File: src/rtl/uart_mmio.sv
`default_nettype none
// +--------------------------------------------------------------------------+
// | uart_mmio: CPU register port with TX/RX byte FIFOs in front of the UART. |
// | Revision 1.0                                                             |
// +--------------------------------------------------------------------------+
module uart_mmio #(
  parameter int DEPTH = 8,
  localparam int CW = $clog2(DEPTH) + 1,
  localparam int AW = $clog2(DEPTH)
) (
  input  logic        clk,
  input  logic        reset,
  input  logic [3:0]  addr,
  input  logic        wr_en,
  input  logic [31:0] wdata,
  input  logic        rd_en,
  output logic [31:0] rdata,
  output logic [7:0]  uart_tx_data,
  output logic        uart_tx_valid,
  input  logic        uart_tx_ready,
  input  logic [7:0]  uart_rx_data,
  input  logic        uart_rx_valid,
  output logic        uart_rx_ready
);

  localparam logic [1:0] REG_STATUS  = 2'd0;
  localparam logic [1:0] REG_RX_DATA = 2'd1;
  localparam logic [1:0] REG_TX_DATA = 2'd2;
  localparam logic [1:0] REG_CONTROL = 2'd3;

  logic [7:0]    tx_mem [DEPTH];
  logic [7:0]    rx_mem [DEPTH];
  logic [AW-1:0] tx_wp, tx_rp, rx_wp, rx_rp;
  logic [CW-1:0] tx_cnt, rx_cnt;
  logic          tx_ovf, rx_ovf;

  logic tx_full, tx_empty, rx_full, rx_empty;
  logic tx_wr, tx_push, tx_pop, rx_push, rx_pop, ctl_wr;
  logic [31:0] status;
  logic unused_bits;

  assign unused_bits = &{1'b0, addr[1:0], wdata[31:8]};

  assign tx_full  = (tx_cnt == CW'(DEPTH));
  assign tx_empty = (tx_cnt == '0);
  assign rx_full  = (rx_cnt == CW'(DEPTH));
  assign rx_empty = (rx_cnt == '0);

  assign uart_tx_valid = !tx_empty;
  assign uart_tx_data  = tx_mem[tx_rp];
  assign uart_rx_ready = !reset;

  // A push into a full FIFO is accepted only when a pop frees a slot on the same edge.
  assign tx_wr   = wr_en && (addr[3:2] == REG_TX_DATA);
  assign tx_pop  = uart_tx_valid && uart_tx_ready;
  assign tx_push = tx_wr && (!tx_full || tx_pop);
  assign rx_pop  = rd_en && (addr[3:2] == REG_RX_DATA) && !rx_empty;
  assign rx_push = uart_rx_valid && (!rx_full || rx_pop);
  assign ctl_wr  = wr_en && (addr[3:2] == REG_CONTROL);

  assign status = {8'd0, 8'(rx_cnt), 8'(tx_cnt), 4'd0, tx_ovf, rx_ovf, !rx_empty, !tx_full};

  always_ff @(posedge clk) begin
    if (tx_push) tx_mem[tx_wp] <= wdata[7:0];
    if (rx_push) rx_mem[rx_wp] <= uart_rx_data;
  end

  always_ff @(posedge clk or posedge reset) begin
    if (reset) begin
      tx_wp  <= '0;
      tx_rp  <= '0;
      tx_cnt <= '0;
      rx_wp  <= '0;
      rx_rp  <= '0;
      rx_cnt <= '0;
      tx_ovf <= 1'b0;
      rx_ovf <= 1'b0;
      rdata  <= '0;
    end else begin
      if (tx_push) tx_wp <= tx_wp + AW'(1);
      if (tx_pop)  tx_rp <= tx_rp + AW'(1);
      if (tx_push && !tx_pop)      tx_cnt <= tx_cnt + CW'(1);
      else if (!tx_push && tx_pop) tx_cnt <= tx_cnt - CW'(1);

      if (rx_push) rx_wp <= rx_wp + AW'(1);
      if (rx_pop)  rx_rp <= rx_rp + AW'(1);
      if (rx_push && !rx_pop)      rx_cnt <= rx_cnt + CW'(1);
      else if (!rx_push && rx_pop) rx_cnt <= rx_cnt - CW'(1);

      // Setting a flag wins over a CONTROL clear on the same edge.
      if (tx_wr && !tx_push)            tx_ovf <= 1'b1;
      else if (ctl_wr && wdata[1])      tx_ovf <= 1'b0;
      if (uart_rx_valid && !rx_push)    rx_ovf <= 1'b1;
      else if (ctl_wr && wdata[0])      rx_ovf <= 1'b0;

      if (rd_en) begin
        case (addr[3:2])
          REG_STATUS:  rdata <= status;
          REG_RX_DATA: rdata <= rx_empty ? 32'd0 : {24'd0, rx_mem[rx_rp]};
          default:     rdata <= 32'd0;
        endcase
      end
    end
  end

endmodule
`default_nettype wire

File: config.mk
export PLATFORM = sky130hd
export DESIGN_NAME = uart_mmio
export DESIGN_NICKNAME = d
export VERILOG_FILES = /design/src/rtl/uart_mmio.sv
export SDC_FILE = /design/constraint.sdc
export NUM_CORES = 1
export LEC_CHECK = 0
export CAP_MARGIN = 20
export CORE_MARGIN = 10
export CORE_UTILIZATION = 26
export DETAILED_ROUTE_END_ITERATION = 10
export DONT_BUFFER_PORTS = 1
export PLACE_DENSITY_LB_ADDON = 0.15
export SKIP_CTS_REPAIR_TIMING = 1
export SYNTH_ARGS = -nofsm -noshare
export SYNTH_HDL_FRONTEND = slang
export SYNTH_SLANG_ARGS = --single-unit
File: constraint.sdc
create_clock -name clk -period 8.7 [get_ports clk]
set_input_delay 2.175 -clock clk [delete_from_list [all_inputs] [get_ports clk]]
set_output_delay 2.175 -clock clk [all_outputs]
set_load 0.03 [all_outputs]
-- Word-level counts from Yosys, hierarchy flattened
Memories as Yosys holds them, arrays and structs flattened.
Cells that the tools add are included.
- input port bits: 50
- RAM bits: 128
- memories kept: 2
- flip-flop bits (word level): 54
- word-level logic and storage cells: 71
- multiplexer cells: 14
- equal/unequal tests: 5
- reduce and logical (&&, ||, !) cells: 33
- add/sub/neg operators: 8
- memory list (memory ; depth ; width ; rd ports ; clocked after Yosys merged registers in ; write ports ; line ; RTL):
    rx_mem ; 8 ; 8 ; 1 ; 0 ; 1 ; 32 ; logic [7:0] rx_mem [DEPTH];
    tx_mem ; 8 ; 8 ; 1 ; 0 ; 1 ; 31 ; logic [7:0] tx_mem [DEPTH];
- operators with widths (cell ; count):
    one-hot mux 20 bit (2 select lines) ; 1
    two-way mux 4 bit ; 4
    logical AND 1 bit ; 15
    adder 3 x 1 -> 3 bit, second input constant ; 4
    logical NOT 1 bit ; 9
    adder 4 x 1 -> 4 bit, second input constant ; 2
    equality test 4 bit, second input constant ; 2
    logical NOT 4 bit ; 2
    two-way mux 1 bit ; 8
    two-way mux 8 bit ; 1
    nonzero test 2 bit ; 4
    subtractor 4 x 1 -> 4 bit, second input constant ; 2
    equality test 2 bit, second input constant ; 2
    equality test 2 x 1 -> 1 bit, second input constant ; 1
    logical NOT 2 bit ; 1
    logical OR 1 bit ; 2

-- Longest topological paths before layout
Gate-level depths: netlist of the first run.
- word-level depth: 9
- mapped depth: 11
- depth with buffers taken out: 11

-- Worst setup path before layout of the first run
Ideal clock, no wire load.
- path type: input to output
- from: in reset
- to: out uart_rx_ready
- data arrival time: 3.135 ns
- setup slack: 3.390 ns
- stages on the path: 1
- cell sequence: inv_1
- word-level cells in the longest chain between the ends: 1
- RTL lines (element ; line ; RTL):
    start: declaration ; 12 ; input logic reset,
    logical NOT 1 bit (no line) ; - ;
    end: declaration ; 23 ; output logic uart_rx_ready
Every way passes these cells.

-- Final worst setup path of the first run
Same ends and word-level chain as after synthesis.

==> results.txt, run 1 <==
The run finished with clean final reports. The die covers 0.0337 mm². Walking the worst path, the cells encountered are inv_2 > buf_4. The die extent in x is 184 µm. STA classifies the critical path endpoint as a primary output. The clock passes through at most 2 buffers. The sequential area share after synthesis came out at 0.688. The number of I/O port buffers came out at 0.

The fraction of power spent switching nets is 0.343, and the maximum ir drop on the vdd rail is 0.135 mV. The portion of total power attributed to sequential cells came out at 0.473. In this run the static leakage power is 2.73 nW.

Synthesis produced 396 cells. For this design the top-level I/O count stands at 92. The number of antenna violations at the first check in global routing was 0. The initial cell density of the core came out at 0.266. The net count of the finished layout is 466.

On the worst path, the slowest cell contributes a delay of 470 ps. For the worst setup path, the data required time is 6530 ps. For this design the ratio of total power to cell area is 319 mW/mm². Setup repair after global routing left no endpoint under its margin.

Entering global routing, the biggest net connects 40 pins. Once detail routing completed, the nets flagged for antenna violations numbered 0. The depth of the worst register-to-register path was 10; the total clock buffers created by CTS was 17. The amount of wire on met2 after detailed routing came out at 7770 µm. On the final layout, the worst clock skew is 10.9 ps. In this run the worst path has a maximum fanout of 39. For the worst setup path, the data arrival time is 2720 ps. Number of flip-flops and latches in the synthesized netlist: 166. For this run, design rule violations remaining after detail routing come to 0. For the headroom to the max-slew limit, the log shows 0.250. The number of instances on the worst hold path came out at 1. The wire length the detailed router placed on met1 was 6020 µm. Total routing usage reported by global routing: 0.0905.

Detailed placement HPWL: 9750 µm. The class of the tightest hold or removal check is register to register. Summing internal, switching and leakage power gives 2.52 mW.

Across all hold checks on the routed design, the worst slack comes to 503 ps. The total area inside the core boundary comes to 0.0262 mm². In the layout the commonest cells are 128 x sky130_fd_sc_hd__edfxtp_1, 38 x sky130_fd_sc_hd__dfrtp_1, 27 x sky130_fd_sc_hd__nand2_1.

In this run, distinct cell masters in the synthesized netlist total 50. The layout cell share with drive strength beyond 1 is 0.204, and the transition time at the pin with the least slew margin is 1120 ps. The critical path is of the primary input to primary output type. The uppermost signal routing layer after detailed routing is met4. Final design area excluding fillers: 0.00790 mm². Dividing the detail-routed wire length by the instance count gives 19.8 µm. The H-tree generated during clock tree synthesis spans 4 levels. The average via count per standard cell is 4.43, and the count of fill cells added during filler insertion is 2541. The async set-or-reset flop fraction in the synthesized netlist was 0.229; the maximum operating frequency was 204 MHz. The buffer cell driving the clock tree root is sky130_fd_sc_hd__clkbuf_16. The tools report the startpoint of the most critical register-to-register path as tx_cnt[0].

The clock drives 166 sinks. The tools report the number of max-capacitance violations reported as 0. The top cell family by delay on the critical path is buffers and inverters. Cell internal power was estimated by the tool at 1.65 mW. Relative to the synthesized area, the layout overhead comes to 13.4%.

The share of the clock period used by the worst path after layout was 0.563; the cell area after technology mapping was 0.00696 mm². Together, buffers and inverters on the worst path number 2. Tracing the worst setup path back leads to its startpoint at reset. TritonCTS built the clock tree. The first-pass iteration count of the detailed router came out at 5.

The logs give 0.00731 mm² for the standard cell area after detailed placement and 824 µm for the wire length on met3. The chip height is 184 µm. Clock-pin slew was measured on the worst setup and hold paths at 70 ps. Total negative slack for setup checks: 0 ps. During synthesis, Yosys emitted a total of 0 warnings. The first global-routing pass estimated 22300 µm of wire.

The number of global-route vias before repair is 3521. Leaving out fill and tap cells, the most frequent cell in the layout is sky130_fd_sc_hd__edfxtp_1. Yosys mapped a number of flops with a built-in enable equal to 128. Summing over every cut layer, the via total after detailed routing is 3328.

The routed design has 14900 µm of wire. Final core area utilization: 0.301. The most frequently used flop master after synthesis is sky130_fd_sc_hd__edfxtp_1. The number of antenna diodes in the final layout is 0. The part of the power in the clock network is 0.293, and the average cell area after synthesis is 17.6 µm².

In this run, the number of DRC markers left after iteration 0 of detailed routing was 159. For the count of pins over their slew limit, the log shows 0. Summed over all nets, the switching power comes to 0.865 mW. The largest individual stage delay along the critical path comes from the cell sky130_fd_sc_hd__buf_4.

The routed design could run at a clock period as short as 4890 ps. The number of logic stages on the critical path including buffering works out to 2. At the end of routability-driven placement, the weighted congestion stood at 0.693. The worst setup path is launched from a primary input. The worst hold path startpoint is rx_ovf. Setup violations remaining at the end of the flow were counted as 0.

Row generation in the floorplan step produced 59 rows. The global route total overflow was 0. The clock insertion delay at the later pin of the skew report is 420 ps, and the part of the power in combinational logic is 0.234.

For the hold violation total from the final report, the log shows 0.
Yosys cell counts, types with 2 or more instances:
cell / number / area, µm²
sky130_fd_sc_hd__a221o_1: 7 / 70.1
sky130_fd_sc_hd__a21o_1: 2 / 15.0
sky130_fd_sc_hd__mux2_2: 12 / 135
sky130_fd_sc_hd__buf_4: 16 / 120
sky130_fd_sc_hd__mux4_1: 17 / 447
sky130_fd_sc_hd__ha_1: 10 / 125
sky130_fd_sc_hd__mux2i_1: 3 / 30.0
sky130_fd_sc_hd__a31oi_1: 3 / 18.8
sky130_fd_sc_hd__buf_2: 4 / 20.0
sky130_fd_sc_hd__o22ai_1: 2 / 12.5
sky130_fd_sc_hd__nor2_1: 6 / 22.5
sky130_fd_sc_hd__nor4b_2: 2 / 30.0
sky130_fd_sc_hd__nand2b_1: 2 / 12.5
sky130_fd_sc_hd__fa_1: 2 / 40.0
sky130_fd_sc_hd__a41oi_1: 2 / 17.5
sky130_fd_sc_hd__nor3_1: 9 / 45.0
sky130_fd_sc_hd__nor3b_1: 2 / 15.0
sky130_fd_sc_hd__nor4_1: 4 / 25.0
sky130_fd_sc_hd__nand3_1: 2 / 10.0
sky130_fd_sc_hd__clkbuf_1: 5 / 18.8
sky130_fd_sc_hd__xnor2_1: 11 / 96.3
sky130_fd_sc_hd__a21oi_1: 5 / 25.0
sky130_fd_sc_hd__nand2_1: 27 / 101
sky130_fd_sc_hd__o21ai_0: 13 / 65.1
sky130_fd_sc_hd__dfrtp_1: 38 / 951
sky130_fd_sc_hd__buf_1: 2 / 7.51
sky130_fd_sc_hd__mux4_2: 15 / 338
sky130_fd_sc_hd__inv_2: 3 / 11.3
sky130_fd_sc_hd__a2111oi_0: 2 / 17.5
sky130_fd_sc_hd__inv_1: 16 / 60.1
sky130_fd_sc_hd__edfxtp_1: 128 / 3840
sky130_fd_sc_hd__buf_6: 2 / 22.5
sky130_fd_sc_hd__and2b_1: 5 / 37.5
sequential cells by signal (all words and copies together), names as in the netlist, 4 cells and up:
| signal | flops |
|---|---|
| rx_mem | 64 |
| tx_cnt | 4 |
| tx_mem | 64 |
| rx_cnt | 4 |
| rdata | 16 |
area by class of cell:
type	count	area (µm²)	area share
repair buffers	5	37.5	0.00475
flip-flops and latches	166	4790	0.607
well taps	335	419	0.0531
inverters	19	71.3	0.00903
multi-input cells	195	1990	0.252
clock inverters	15	161	0.0204
clock buffers	17	425	0.0539
path summary, 6_finish.rpt:
check	end	slack (ps)
worst max-delay path	uart_rx_ready	3810
worst min-delay path	rx_ovf	500
worst max register to register	tx_cnt[3]	5380
worst min register to register	rx_ovf	500
max in group asynchronous	tx_wp[1]	6480
min in group asynchronous	tx_rp[1]	1800
kinds of logic (layout without fill, tap and decap cells):
kind of cell	Yosys count	after routing	share of synthesized area
DFF	166	166	0.688
AOI/OAI and AO/OA	39	39	0.0384
adders and majority gates	12	12	0.0237
other	1	16	0.000538
xor gates and xnor gates	12	12	0.0151
and+or+nand+nor	69	69	0.0550
buffers and inverters	50	56	0.0424
muxes	47	47	0.136
power groups by stage:
stage                     Sequential (mW)  Clock (mW)  Combinational (mW)
after floorplan                      1.10           0               0.570
after global placement               1.21           0               0.594
after detailed placement             1.22           0               0.607
after CTS                            1.20       0.766               0.608
after global routing                 1.22       0.802               0.647
final                                1.19       0.738               0.590
metrics by stage:
step	cells	setup slack, ps
6_report	752	3810
5_1_grt	752	3710
4_1_cts	752	3760
3_5_place_dp	720	3770
3_3_place_gp	720	3760
2_1_floorplan	411	3390
layer usage:
layer,vias up,GRT usage
met2,62,0.156
met4,0,0.0384
li1,1536,-
met3,14,0.0285
met5,-,0
met1,1716,0.102
Power figures use the tool's default switching activity.
==> run 2, diff against run 1 <==
--- a/config.mk
+++ b/config.mk
@@ -5,6 +5,7 @@
 export SDC_FILE = /design/constraint.sdc
 export NUM_CORES = 1
 export LEC_CHECK = 0
+export ABC_AREA = 1
 export CAP_MARGIN = 20
 export CORE_MARGIN = 10
 export CORE_UTILIZATION = 26
==> constraint.sdc (replaced) <==
create_clock -name clk -period 4.5 [get_ports clk]
set_input_delay 1.125 -clock clk [delete_from_list [all_inputs] [get_ports clk]]
set_output_delay 1.125 -clock clk [all_outputs]
set_load 0.03 [all_outputs]
==> run 2 against run 1 <==
- register-to-register slack worse by 3500 ps
- synthesized area increased by 2.5%
- non-clock buffer count grew 1
- critical path depth up 5
- hold slack better by 14 ps
- first-iteration DRC count is 100% higher
- critical path type is now register to primary output
==> results.txt, run 2 <==
The launching instance or port of the critical path is tx_rp[0]. In the layout the commonest cells are 128 x sky130_fd_sc_hd__edfxtp_1, 118 x sky130_fd_sc_hd__nand2_1, 95 x sky130_fd_sc_hd__nor2_1. Leakage power: 3.08 nW.

The portion of total power attributed to sequential cells came out at 0.415. The number of antenna diodes is 0, and the wire length per cell after detailed routing is 16.8 µm. In this run, synthesis inferred 128 flip-flops with an integrated enable. The run gives 0.265 as the initial cell density of the core.

The synthesized design contains 166 register bits. The largest total area in the synthesized netlist belongs to sky130_fd_sc_hd__edfxtp_1. The share of the clock period used by the worst path after layout was 0.764; the total routing usage reported by global routing was 0.100. The worst hold path passes through 2 cells. Power density normalized to cell area: 635 mW/mm².

TritonCTS built the clock tree. The layout overhead on the synthesized area came out at 13.3%. Derived from the worst setup path, the maximum achievable clock frequency is 291 MHz. The depth of the worst register-to-register path was 10. The Yosys step of the flow raised 0 warnings. The number of I/O port buffers is 0, and the count of pins over their slew limit is 0. The die extent in x is 186 µm. The tools report the critical path startpoint category as a register.

The detailed-route via count was 4396; the number of top-level design ports was 92. Most frequent cell after synthesis: sky130_fd_sc_hd__edfxtp_1. Final-report setup violation count: 0.

Setup repair after global routing left no endpoint under its margin. The number of global-route vias before repair was 4298. The tools report the total number of H-tree levels as 4. The tools report the number of clock sinks seen by CTS as 166. Wires add up to 16800 µm. The number of max-capacitance violations reported is 0, and the final net count is 706. Class of the tightest hold or removal check: register to register. In this run the critical register-to-register path is captured at tx_cnt[3]. Routability-driven placement finished with a final weighted congestion of 0.741. The wire-length estimate of the detail-placed layout is 10900 µm.

The cell area that synthesis handed to floorplanning was 0.00714 mm². For the part of the power in the clock network, the log shows 0.285. The most frequently used flop master after synthesis is sky130_fd_sc_hd__edfxtp_1. The netlist uses 33 different library cells. The clock reaches the later pin of the worst-skew pair after 420 ps. In this run the vertical extent of the chip is 186 µm. Fraction of power spent switching nets: 0.385. The tools report the internal power as 3.16 mW.

The hold violation total from the final report is 0, and the global-route wire length before repair is 25500 µm. For the pin with the worst max-slew slack, the measured transition is 1080 ps. The clock transition at the registers of the reported paths was 70 ps. The pin count of the biggest net entering global routing is 39. The tools report the worst hold path startpoint as rx_wp[0]. Async set-or-reset flop fraction in the synthesized netlist: 0.229.

After the first detailed-routing iteration, the DRC count stood at 323. The average via count per standard cell is 4.40. Across the VDD grid, the largest voltage drop is 0.177 mV.

In this run the standard cell core region covers 0.0270 mm². For the final database, setup skew stands at 12.2 ps. The cell row count was 60. The flow ran to the end, and the final reports show no timing, DRC or antenna violations.

The die outline area is 0.0345 mm². Required time of the critical path: 3380 ps. The gate count after technology mapping was 643; the shortest clock period the worst path allows after layout was 3440 ps.

Sorting the synthesized cells by how often they occur yields 128 x sky130_fd_sc_hd__edfxtp_1, 118 x sky130_fd_sc_hd__nand2_1, 95 x sky130_fd_sc_hd__nor2_1, 68 x sky130_fd_sc_hd__o21ai_0, 45 x sky130_fd_sc_hd__nand3_1. The run gives 0 as the post-detailed-route DRC marker count. The worst register-to-register path begins at tx_cnt[0]. The headroom to the max-slew limit was 0.278. By startpoint and endpoint, the worst setup path is classified as register to primary output. The largest fanout on the critical path is 34, and the switching power total is 1.98 mW.

Once routing completed, OpenROAD measured the worst setup slack at 1060 ps. The worst setup slack for register-to-register paths is 1890 ps. Most common library cell in the layout ignoring fill and taps: sky130_fd_sc_hd__edfxtp_1. The worst hold path terminates at rx_wp[0]. The total overflow left after global routing is 0. The largest registers in the layout are rx_mem x64, tx_mem x64, rdata x16.

The data arrival at the endpoint of the critical path is 2310 ps. The tree is rooted in a sky130_fd_sc_hd__clkbuf_16. The detail route stage leaves a number of antenna-violating nets equal to 0. Each instance of the synthesized netlist takes up on average 11.1 µm². The part of the power in combinational logic came out at 0.300. The layout cell share with drive strength beyond 1 came out at 0.0928. The logs give 0.672 for the sequential area share after synthesis and 2 for the maximum root-to-sink buffer count. The total clock buffers created by CTS came out at 17.

Endpoint kind of the worst setup timing path: a primary output. The first-pass iteration count of the detailed router is 4. By area the synthesized netlist is led by sky130_fd_sc_hd__edfxtp_1 54%, sky130_fd_sc_hd__dfrtp_1 13%, sky130_fd_sc_hd__nand2_1 6.2%. For the final routed database, the setup TNS stands at 0 ps.

The number of antenna violations at the first check in global routing was 0; the post-place setup slack was 1470 ps. The area share of the leading cell type in the synthesized netlist works out to 0.539.
run 2: area by class of cell:
class | count | area, µm²
inverter | 43 | 166
multi-input combinational | 410 | 2030
clock buffer | 17 | 425
tap | 341 | 427
fill | 2739 | 18900
clock inverter | 15 | 180
sequential | 166 | 4790
timing repair buffer | 6 | 65.1
run 2: metal layers:
| layer | global-route usage | vias to the layer above | share of wire |
|---|---|---|---|
| met5 | 0 | - | 0 |
| li1 | - | 2169 | - |
| met4 | 0.0319 | 0 | 0.0044 |
| met3 | 0.0324 | 4 | 0.061 |
| met1 | 0.115 | 2137 | 0.42 |
| met2 | 0.172 | 86 | 0.52 |
run 2: cell families (layout without fill, tap and decap cells):
| logic type | count (synthesis) | count (layout) | synth area share |
|---|---|---|---|
| AND/OR/NAND/NOR | 275 | 275 | 0.163 |
| XOR/XNOR | 12 | 12 | 0.0147 |
| AO/OA/AOI/OAI | 93 | 93 | 0.0693 |
| multiplexers | 2 | 2 | 0.00316 |
| adder cells (fa/ha/maj) | 12 | 12 | 0.0231 |
| other | 1 | 16 | 0.000525 |
| buffers and inverters | 82 | 81 | 0.0549 |
| flip-flops | 166 | 166 | 0.672 |
run 2: worst max path at each step:
stage / to / slack [ps] / cells past startpoint
CTS: uart_tx_data[0] / 1000 / 7
global placement: uart_tx_data[5] / 1460 / 7
global route: uart_tx_data[0] / 850 / 7
finish: uart_tx_data[0] / 1060 / 7
floorplan: uart_rx_ready / 1290 / 1
detailed placement: uart_tx_data[0] / 1470 / 7
run 2: per-stage QoR:
step | instance area (µm²) | instances | power (mW) | hold WS [ps] | util
2_1_floorplan | 7190 | 658 | 3.31 | 470 | -
3_3_place_gp | 7450 | 965 | 3.67 | 495 | 0.277
3_5_place_dp | 7450 | 965 | 3.71 | 499 | 0.277
4_1_cts | 8060 | 997 | 5.20 | 519 | 0.299
5_1_grt | 8090 | 998 | 5.52 | 546 | 0.300
6_report | 8090 | 998 | 5.13 | 517 | 0.300
run 2: worst max-delay path: stages (launching register included):
cell,delay [ps]
sky130_fd_sc_hd__dfrtp_1,360
sky130_fd_sc_hd__buf_4,230
sky130_fd_sc_hd__inv_1,390
sky130_fd_sc_hd__buf_4,320
sky130_fd_sc_hd__nor2_1,60
sky130_fd_sc_hd__o21ai_0,160
sky130_fd_sc_hd__nand2_1,80
sky130_fd_sc_hd__nand2_1,270
run 2: power groups by stage:
stage	Sequential, mW	Clock [mW]	Combinational (mW)
final	2.13	1.46	1.54
after global placement	2.20	0	1.47
after CTS	2.17	1.51	1.51
after detailed placement	2.20	0	1.51
after floorplan	2.09	0	1.21
after global routing	2.16	1.58	1.78
